--- config.mk ---
export PLATFORM = sky130hd
export DESIGN_NAME = uart_tx_cfg
export DESIGN_NICKNAME = d
export VERILOG_FILES = /design/src/rtl/uart_pkg.sv /design/src/rtl/uart_baud_tick.sv /design/src/rtl/uart_tx_cfg.sv
export SDC_FILE = /design/constraint.sdc
export NUM_CORES = 1
export LEC_CHECK = 0
export ABC_AREA = 1
export CORE_ASPECT_RATIO = 0.6
export CORE_MARGIN = 5
export CORE_UTILIZATION = 56
export CTS_CLUSTER_SIZE = 40
export DETAILED_ROUTE_END_ITERATION = 12
export PLACE_DENSITY_LB_ADDON = 0.1
export SYNTH_ARGS = -nofsm -noshare
export SYNTH_HDL_FRONTEND = slang
export SYNTH_HIERARCHICAL = 1
export SYNTH_SLANG_ARGS = --single-unit
--- constraint.sdc ---
create_clock -name CLK -period 2.85 [get_ports CLK]
set_input_delay 0.4275 -clock CLK [delete_from_list [all_inputs] [get_ports CLK]]
set_output_delay 0.4275 -clock CLK [all_outputs]
set_load 0.02 [all_outputs]
--- src/rtl/uart_pkg.sv ---
// rtl/uart_pkg.sv - shared constants for the configurable UART transmitter
//   FSM state encodings (IDLE, START, DATA, PARITY, STOP, BREAK)
//   parity-type values PAR_EVEN / PAR_ODD
//   legal DATA_WIDTH range DW_MIN..DW_MAX
package uart_pkg;

  localparam logic [2:0] ST_IDLE   = 3'd0;
  localparam logic [2:0] ST_START  = 3'd1;
  localparam logic [2:0] ST_DATA   = 3'd2;
  localparam logic [2:0] ST_PARITY = 3'd3;
  localparam logic [2:0] ST_STOP   = 3'd4;
  localparam logic [2:0] ST_BREAK  = 3'd5;

  localparam logic PAR_EVEN = 1'b0;
  localparam logic PAR_ODD  = 1'b1;

  localparam int DW_MIN = 5;
  localparam int DW_MAX = 9;

endpackage

--- src/rtl/uart_baud_tick.sv ---
// rtl/uart_baud_tick.sv - bit-time prescale counter with bit-end tick
//   clk      : clock
//   rst      : synchronous active-high reset
//   restart  : force counter to 0 (frame load / break exit)
//   en       : count enable (transmitter not idle)
//   prescale : clocks per bit, 0 treated as 1
//   tick     : high on the last clock of each bit time
module uart_baud_tick #(
  parameter int PRESCALE_W = 6
) (
  input  logic                  clk,
  input  logic                  rst,
  input  logic                  restart,
  input  logic                  en,
  input  logic [PRESCALE_W-1:0] prescale,
  output logic                  tick
);

  logic [PRESCALE_W-1:0] cnt_q, cnt_d;
  logic [PRESCALE_W-1:0] last;

  // A prescale of 0 behaves like 1: every clock ends a bit.
  assign last = (prescale == '0) ? '0 : prescale - PRESCALE_W'(1);
  assign tick = en && (cnt_q == last);

  always_comb begin
    cnt_d = cnt_q;
    if (restart) begin
      cnt_d = '0;
    end else if (en) begin
      cnt_d = tick ? '0 : cnt_q + PRESCALE_W'(1);
    end
  end

  always_ff @(posedge clk) begin
    if (rst) begin
      cnt_q <= '0;
    end else begin
      cnt_q <= cnt_d;
    end
  end

endmodule

--- src/rtl/uart_tx_cfg.sv ---
// rtl/uart_tx_cfg.sv - configurable UART transmitter with one-deep holding register
//   CLK, RST    : clock, synchronous active-high reset
//   P_DATA      : payload, handshake DATA_VALID && DATA_READY
//   DATA_READY  : holding register empty
//   PAR_EN/PAR_TYP/STOP2/PRESCALE : frame config, latched at frame load
//   TX_OUT      : registered serial line, idle high
//   Busy        : frame (or break) in progress
//   SEND_BREAK  : present only when UART_TX_BREAK_EN is defined
module uart_tx_cfg
  import uart_pkg::*;
#(
  parameter int DATA_WIDTH = 8,
  parameter int PRESCALE_W = 6
) (
  input  logic                  CLK,
  input  logic                  RST,
  input  logic [DATA_WIDTH-1:0] P_DATA,
  input  logic                  DATA_VALID,
  output logic                  DATA_READY,
  input  logic                  PAR_EN,
  input  logic                  PAR_TYP,
  input  logic                  STOP2,
  input  logic [PRESCALE_W-1:0] PRESCALE,
`ifdef UART_TX_BREAK_EN
  input  logic                  SEND_BREAK,
`endif
  output logic                  TX_OUT,
  output logic                  Busy
);

  localparam int IDX_W = $clog2(DATA_WIDTH);

  logic [2:0]            state_q, state_d;
  logic [DATA_WIDTH-1:0] hold_q, hold_d;
  logic                  hold_full_q, hold_full_d;
  logic [DATA_WIDTH-1:0] shift_q, shift_d;
  logic [IDX_W-1:0]      idx_q, idx_d;
  logic                  par_en_q, par_en_d;
  logic                  par_bit_q, par_bit_d;
  logic                  stop2_q, stop2_d;
  logic                  stop_cnt_q, stop_cnt_d;
  logic [PRESCALE_W-1:0] pre_q, pre_d;
  logic                  tx_q, tx_d;

  logic hs;
  logic load;
  logic restart;
  logic tick;

  assign hs         = DATA_VALID && !hold_full_q;
  assign DATA_READY = !hold_full_q;
  assign TX_OUT     = tx_q;
  assign Busy       = (state_q != ST_IDLE);

  uart_baud_tick #(
    .PRESCALE_W(PRESCALE_W)
  ) u_baud_tick (
    .clk     (CLK),
    .rst     (RST),
    .restart (restart),
    .en      (state_q != ST_IDLE),
    .prescale(pre_q),
    .tick    (tick)
  );

  always_comb begin
    state_d     = state_q;
    hold_d      = hold_q;
    shift_d     = shift_q;
    idx_d       = idx_q;
    par_en_d    = par_en_q;
    par_bit_d   = par_bit_q;
    stop2_d     = stop2_q;
    stop_cnt_d  = stop_cnt_q;
    pre_d       = pre_q;
    tx_d        = tx_q;
    load        = 1'b0;
    restart     = 1'b0;

    if (hs) begin
      hold_d = P_DATA;
    end

    // tx_d always reflects the line value of the state being entered, so
    // TX_OUT changes on the same edge as the state register.
    case (state_q)
      ST_IDLE: begin
        tx_d = 1'b1;
`ifdef UART_TX_BREAK_EN
        if (SEND_BREAK) begin
          state_d = ST_BREAK;
          tx_d    = 1'b0;
        end else
`endif
        if (hold_full_q) begin
          load = 1'b1;
        end
      end
      ST_START: begin
        if (tick) begin
          state_d = ST_DATA;
          idx_d   = '0;
          tx_d    = shift_q[0];
        end
      end
      ST_DATA: begin
        if (tick) begin
          if (idx_q == IDX_W'(DATA_WIDTH - 1)) begin
            stop_cnt_d = 1'b0;
            if (par_en_q) begin
              state_d = ST_PARITY;
              tx_d    = par_bit_q;
            end else begin
              state_d = ST_STOP;
              tx_d    = 1'b1;
            end
          end else begin
            idx_d   = idx_q + IDX_W'(1);
            shift_d = shift_q >> 1;
            tx_d    = shift_q[1];
          end
        end
      end
      ST_PARITY: begin
        if (tick) begin
          state_d    = ST_STOP;
          stop_cnt_d = 1'b0;
          tx_d       = 1'b1;
        end
      end
      ST_STOP: begin
        if (tick) begin
          if (stop2_q && !stop_cnt_q) begin
            stop_cnt_d = 1'b1;
          end else if (hold_full_q) begin
            // Back-to-back: next start bit follows the last stop bit directly.
            load = 1'b1;
          end else begin
            state_d = ST_IDLE;
            tx_d    = 1'b1;
          end
        end
      end
`ifdef UART_TX_BREAK_EN
      ST_BREAK: begin
        tx_d = 1'b0;
        if (!SEND_BREAK) begin
          // Release into a single stop-bit time at the current prescale.
          state_d    = ST_STOP;
          stop2_d    = 1'b0;
          stop_cnt_d = 1'b0;
          pre_d      = PRESCALE;
          restart    = 1'b1;
          tx_d       = 1'b1;
        end
      end
`endif
      default: begin
        state_d = ST_IDLE;
        tx_d    = 1'b1;
      end
    endcase

    if (load) begin
      state_d    = ST_START;
      tx_d       = 1'b0;
      shift_d    = hold_q;
      par_en_d   = PAR_EN;
      par_bit_d  = (PAR_TYP == PAR_ODD) ? ~(^hold_q) : (^hold_q);
      stop2_d    = STOP2;
      stop_cnt_d = 1'b0;
      pre_d      = PRESCALE;
      restart    = 1'b1;
    end

    hold_full_d = (hold_full_q && !load) || hs;
  end

  always_ff @(posedge CLK) begin
    if (RST) begin
      state_q     <= ST_IDLE;
      hold_q      <= '0;
      hold_full_q <= 1'b0;
      shift_q     <= '0;
      idx_q       <= '0;
      par_en_q    <= 1'b0;
      par_bit_q   <= 1'b0;
      stop2_q     <= 1'b0;
      stop_cnt_q  <= 1'b0;
      pre_q       <= '0;
      tx_q        <= 1'b1;
    end else begin
      state_q     <= state_d;
      hold_q      <= hold_d;
      hold_full_q <= hold_full_d;
      shift_q     <= shift_d;
      idx_q       <= idx_d;
      par_en_q    <= par_en_d;
      par_bit_q   <= par_bit_d;
      stop2_q     <= stop2_d;
      stop_cnt_q  <= stop_cnt_d;
      pre_q       <= pre_d;
      tx_q        <= tx_d;
    end
  end

endmodule

==> results of run 1 <==
[state kept, by name (all words and copies together), names as in the netlist]
name	count
state_q	3
stop2_q	1
TX_OUT	1
par_en_q	1
hold_q	8
pre_q	6
hold_full_q	1
stop_cnt_q	1
idx_q	3
par_bit_q	1
shift_q	8
u_baud_tick/cnt_q	6
[layout make-up]
type / count / area share, %
Clock buffer: 5 / 2.62
Clock inverter: 3 / 0.715
Inverter: 46 / 6.57
Multi-Input combinational cell: 258 / 48.1
Sequential cell: 40 / 30.5
Tap cell: 47 / 2.24
Timing Repair Buffer: 25 / 9.24
[kinds of logic after synthesis]
logic type / count (synthesis)
AO/OA/AOI/OAI: 53
XOR/XNOR: 6
adder cells (fa/ha/maj): 4
buffers and inverters: 53
flip-flops: 40
AND/OR/NAND/NOR: 195
[Yosys cell counts]
cell type	n
a22oi_1	1
nand3_2	2
nand2_1	90
nand4_1	2
or2_2	1
nor2_4	3
a21oi_1	20
a221oi_1	1
nand2_2	8
buf_1	2
buf_2	1
buf_4	1
nor3_2	1
nor2_1	47
ha_1	4
o21ai_0	23
nand3_1	30
inv_2	5
inv_1	41
xnor2_1	1
xor2_1	5
dfxtp_1	40
buf_6	1
nor4_2	1
nand2_4	2
o21ai_1	5
nor3_1	5
clkbuf_1	2
o21ai_2	3
nor2_2	3
[per-stage QoR]
stage	cell area, µm²	hold slack (ps)	power [mW]	std cells
floorplan	2270	444	1.66	351
global placement	2540	453	1.93	416
detailed placement	2540	457	1.94	416
CTS	2620	469	2.31	424
global route	2630	480	2.54	424
finish	2630	470	2.31	424
[per-layer routing]
metal	global-route usage [%]	routed length (µm)	vias to the layer above
li1	-	-	1163
met1	29.1	2620	954
met2	31.5	2070	65
met3	6.09	379	2
met4	4.44	7	0
met5	0	0	-
[report_power, final]
part           switching (mW)  internal (mW)  total [mW]
Sequential             0.0978          0.656       0.754
Combinational           0.760          0.429        1.19
Clock                   0.200          0.171       0.371
[final timing paths]
kind,startpoint,to,slack [ps],depth (start not counted)
worst max-delay path,pre_q[0],shift_q[6],280,19
worst min register to register,shift_q[2],shift_q[2],470,2
worst max register to register,pre_q[0],shift_q[6],280,19
worst min-delay path,shift_q[2],shift_q[2],470,2
[tightest hold or removal path: cells and delay by family (launching register included)]
family / cells / cell delay, ps
AO/OA/AOI/OAI: 1 / 50
AND/OR/NAND/NOR: 1 / 60
flip-flops: 1 / 320
[layout by cell type (no fill, tap or decap), types with 4 or more instances in the layout]
| cell | netlist | layout |
|---|---|---|
| nand2_1 | 90 | 90 |
| nor2_1 | 47 | 46 |
| inv_1 | 41 | 41 |
| dfxtp_1 | 40 | 40 |
| nand3_1 | 30 | 30 |
| o21ai_0 | 23 | 23 |
| clkdlybuf4s50_1 | 0 | 22 |
| a21oi_1 | 20 | 20 |
| nand2_2 | 8 | 8 |
| inv_2 | 5 | 5 |
| nor3_1 | 5 | 5 |
| xor2_1 | 5 | 5 |
| o21ai_1 | 5 | 5 |
| clkbuf_8 | 0 | 5 |
| nor2_2 | 3 | 4 |
| ha_1 | 4 | 4 |
==> qor.csv, run 1 <==
stage,metric,value,unit
synth,post-synth-top-area-fraction,35.2,%
worst_setup_path,worst-path-buf-inv,4,
worst_setup_path,crit_required,3070,ps
synth,synth_cell_types,30,
floorplanning,ios,23,
timing,timing_worst_slew_pin_value,638,ps
timing,setup_violations_final,0,
finish,finish.net_count,400,
clocking,cts_tree,done,
worst_setup_path,worstSetupPathType,reg2reg,
synth,synth.avg_cell_area,6.48,µm²
finish,drive_above_1_share,10.9,%
synth,synth_top_area_cell,dfxtp_1,
synth,synthAdderAreaFrac,2.20,%
power_and_ir_drop,max-vdd-ir-drop,0.487,mV
floorplanning,start_util,60.0,%
clocking,cts_hold_buf,0,
grt,antenna_violations_before_repair,0,
finish,antenna-diode-count,0,
timing,slew-limit-headroom,57.4,%
clocking,root_buffer,clkbuf_8,
detailed_routing,detailroute.via_count,2184,
floorplanning,horiz_die_dim,92.3,µm
timing,max_freq,389,MHz
detailed_routing,routed_via_density,5.15,
synth,mappedNetlistArea,2270,µm²
synth,post_synth_mux_area_share,0,%
placed_design,port-buffer-count,22,
power_and_ir_drop,leakage,1.19,nW
worst_setup_path,critPathMaxFanout,14,
timing,fin_crit,2570,ps
detailed_routing,dr.pass1.iters,5,
synth,post_synth_inst_count,351,
timing,final.setup.tns,0,ps
worst_setup_path,cp_top_family,simple AND/OR/NAND/NOR gates,
placed_design,dp_hpwl,3900,µm
synth,synth_compound_gate_area_share,12.4,%
power_and_ir_drop,powerDensity,881,nW/µm²
synth,synth_simple_gate_area_share,38.5,%
synth,synth_area_leaders,"dfxtp_1, nand2_1, nor2_1",
finish,final_core_utilization,69.4,%
worst_setup_path,cpMostUsedCell,nand2_1,
timing,hold_viol,0,
worst_setup_path,max_stage_delay,310,ps
timing,period_share,90.2,%
clocking,ctsResizeCount,0,
min_path,hold_path_class,reg2reg,
grt,grt_pass1_wl,8990,µm
clocking,clkTransAtPathRegs,80,ps
grt,globalRouteOverflowTotal,0,
synth,synth.net_count,375,
worst_setup_path,cp.arrival,2790,ps
clocking,h-tree-depth,2,
synth,post_synth_xor_area_fraction,2.31,%
clocking,numCtsBuffers,5,
detailed_routing,detail_route.wirelength,5080,µm
timing,fin_skew,9.93,ps
clocking,clk-insertion-delay-late,290,ps
clocking,clock_path_buffers,2,
finish,multi_input_comb_area,1260,µm²
clocking,tritoncts_sinks,40,
detailed_routing,post-route-drc-count,0,
placed_design,dp_slack,255,ps
clocking,postCtsSetupBuffers,0,
finish,layout.area.seq,801,µm²
grt,grt_start_max_net_pins,23,
worst_setup_path,start_kind,flop,
floorplanning,fp-row-count,17,
status,run_status,"finished, final reports clean",
finish,fillCellCount,332,
synth,synth.yosys.seq_area_share,35.2,%
floorplanning,fp.dieH,59.4,µm
timing,rsz0062_at_grt,no,
timing,fin_ws,279,ps
floorplanning,core_area,3790,µm²
grt,first_global_vias,1998,
worst_setup_path,crit_path_cell_trace,inv_1 -> ha_1 -> nor2_1 -> nor2_1 -> nand2_1 -> nand2_1 -> nand2_1 -> inv_1 -> nand2_1 -> nor2_1 -> nand2_2 -> inv_1 -> nand2_1 -> nand2_1 -> nand2_4 -> buf_4 -> nand2_1 -> nand3_1 -> a21oi_1,
synth,main_combinational_cell_family_by_area_after_synthesis,simple AND/OR/NAND/NOR gates,
detailed_routing,drtIter0Drc,160,
floorplanning,dieArea,5480,µm²
grt,global_route.usage.total,20.7,%
synth,yosys_warnings,6,
synth,ys_ff_latch,40,
worst_setup_path,critical_path.endpoint_type,flop,
worst_setup_path,crit_path_max_delay_cell_type,dfxtp_1,
placed_design,routabilityCongestion,0.886,
detailed_routing,post_route_ant_nets,0,
run,max_cap_violations,0,
finish,syn_to_final_growth,15.5,%
detailed_routing,wl_per_cell,12.0,µm
timing,drv_slew,0,
(Power assumes the default switching activity.)
==> run 2, diff against run 1 <==
TNS_END_PERCENT = 20   (was default)
==> results of run 2 <==
Final layout, timing and power as in run 1 (identical DEF).
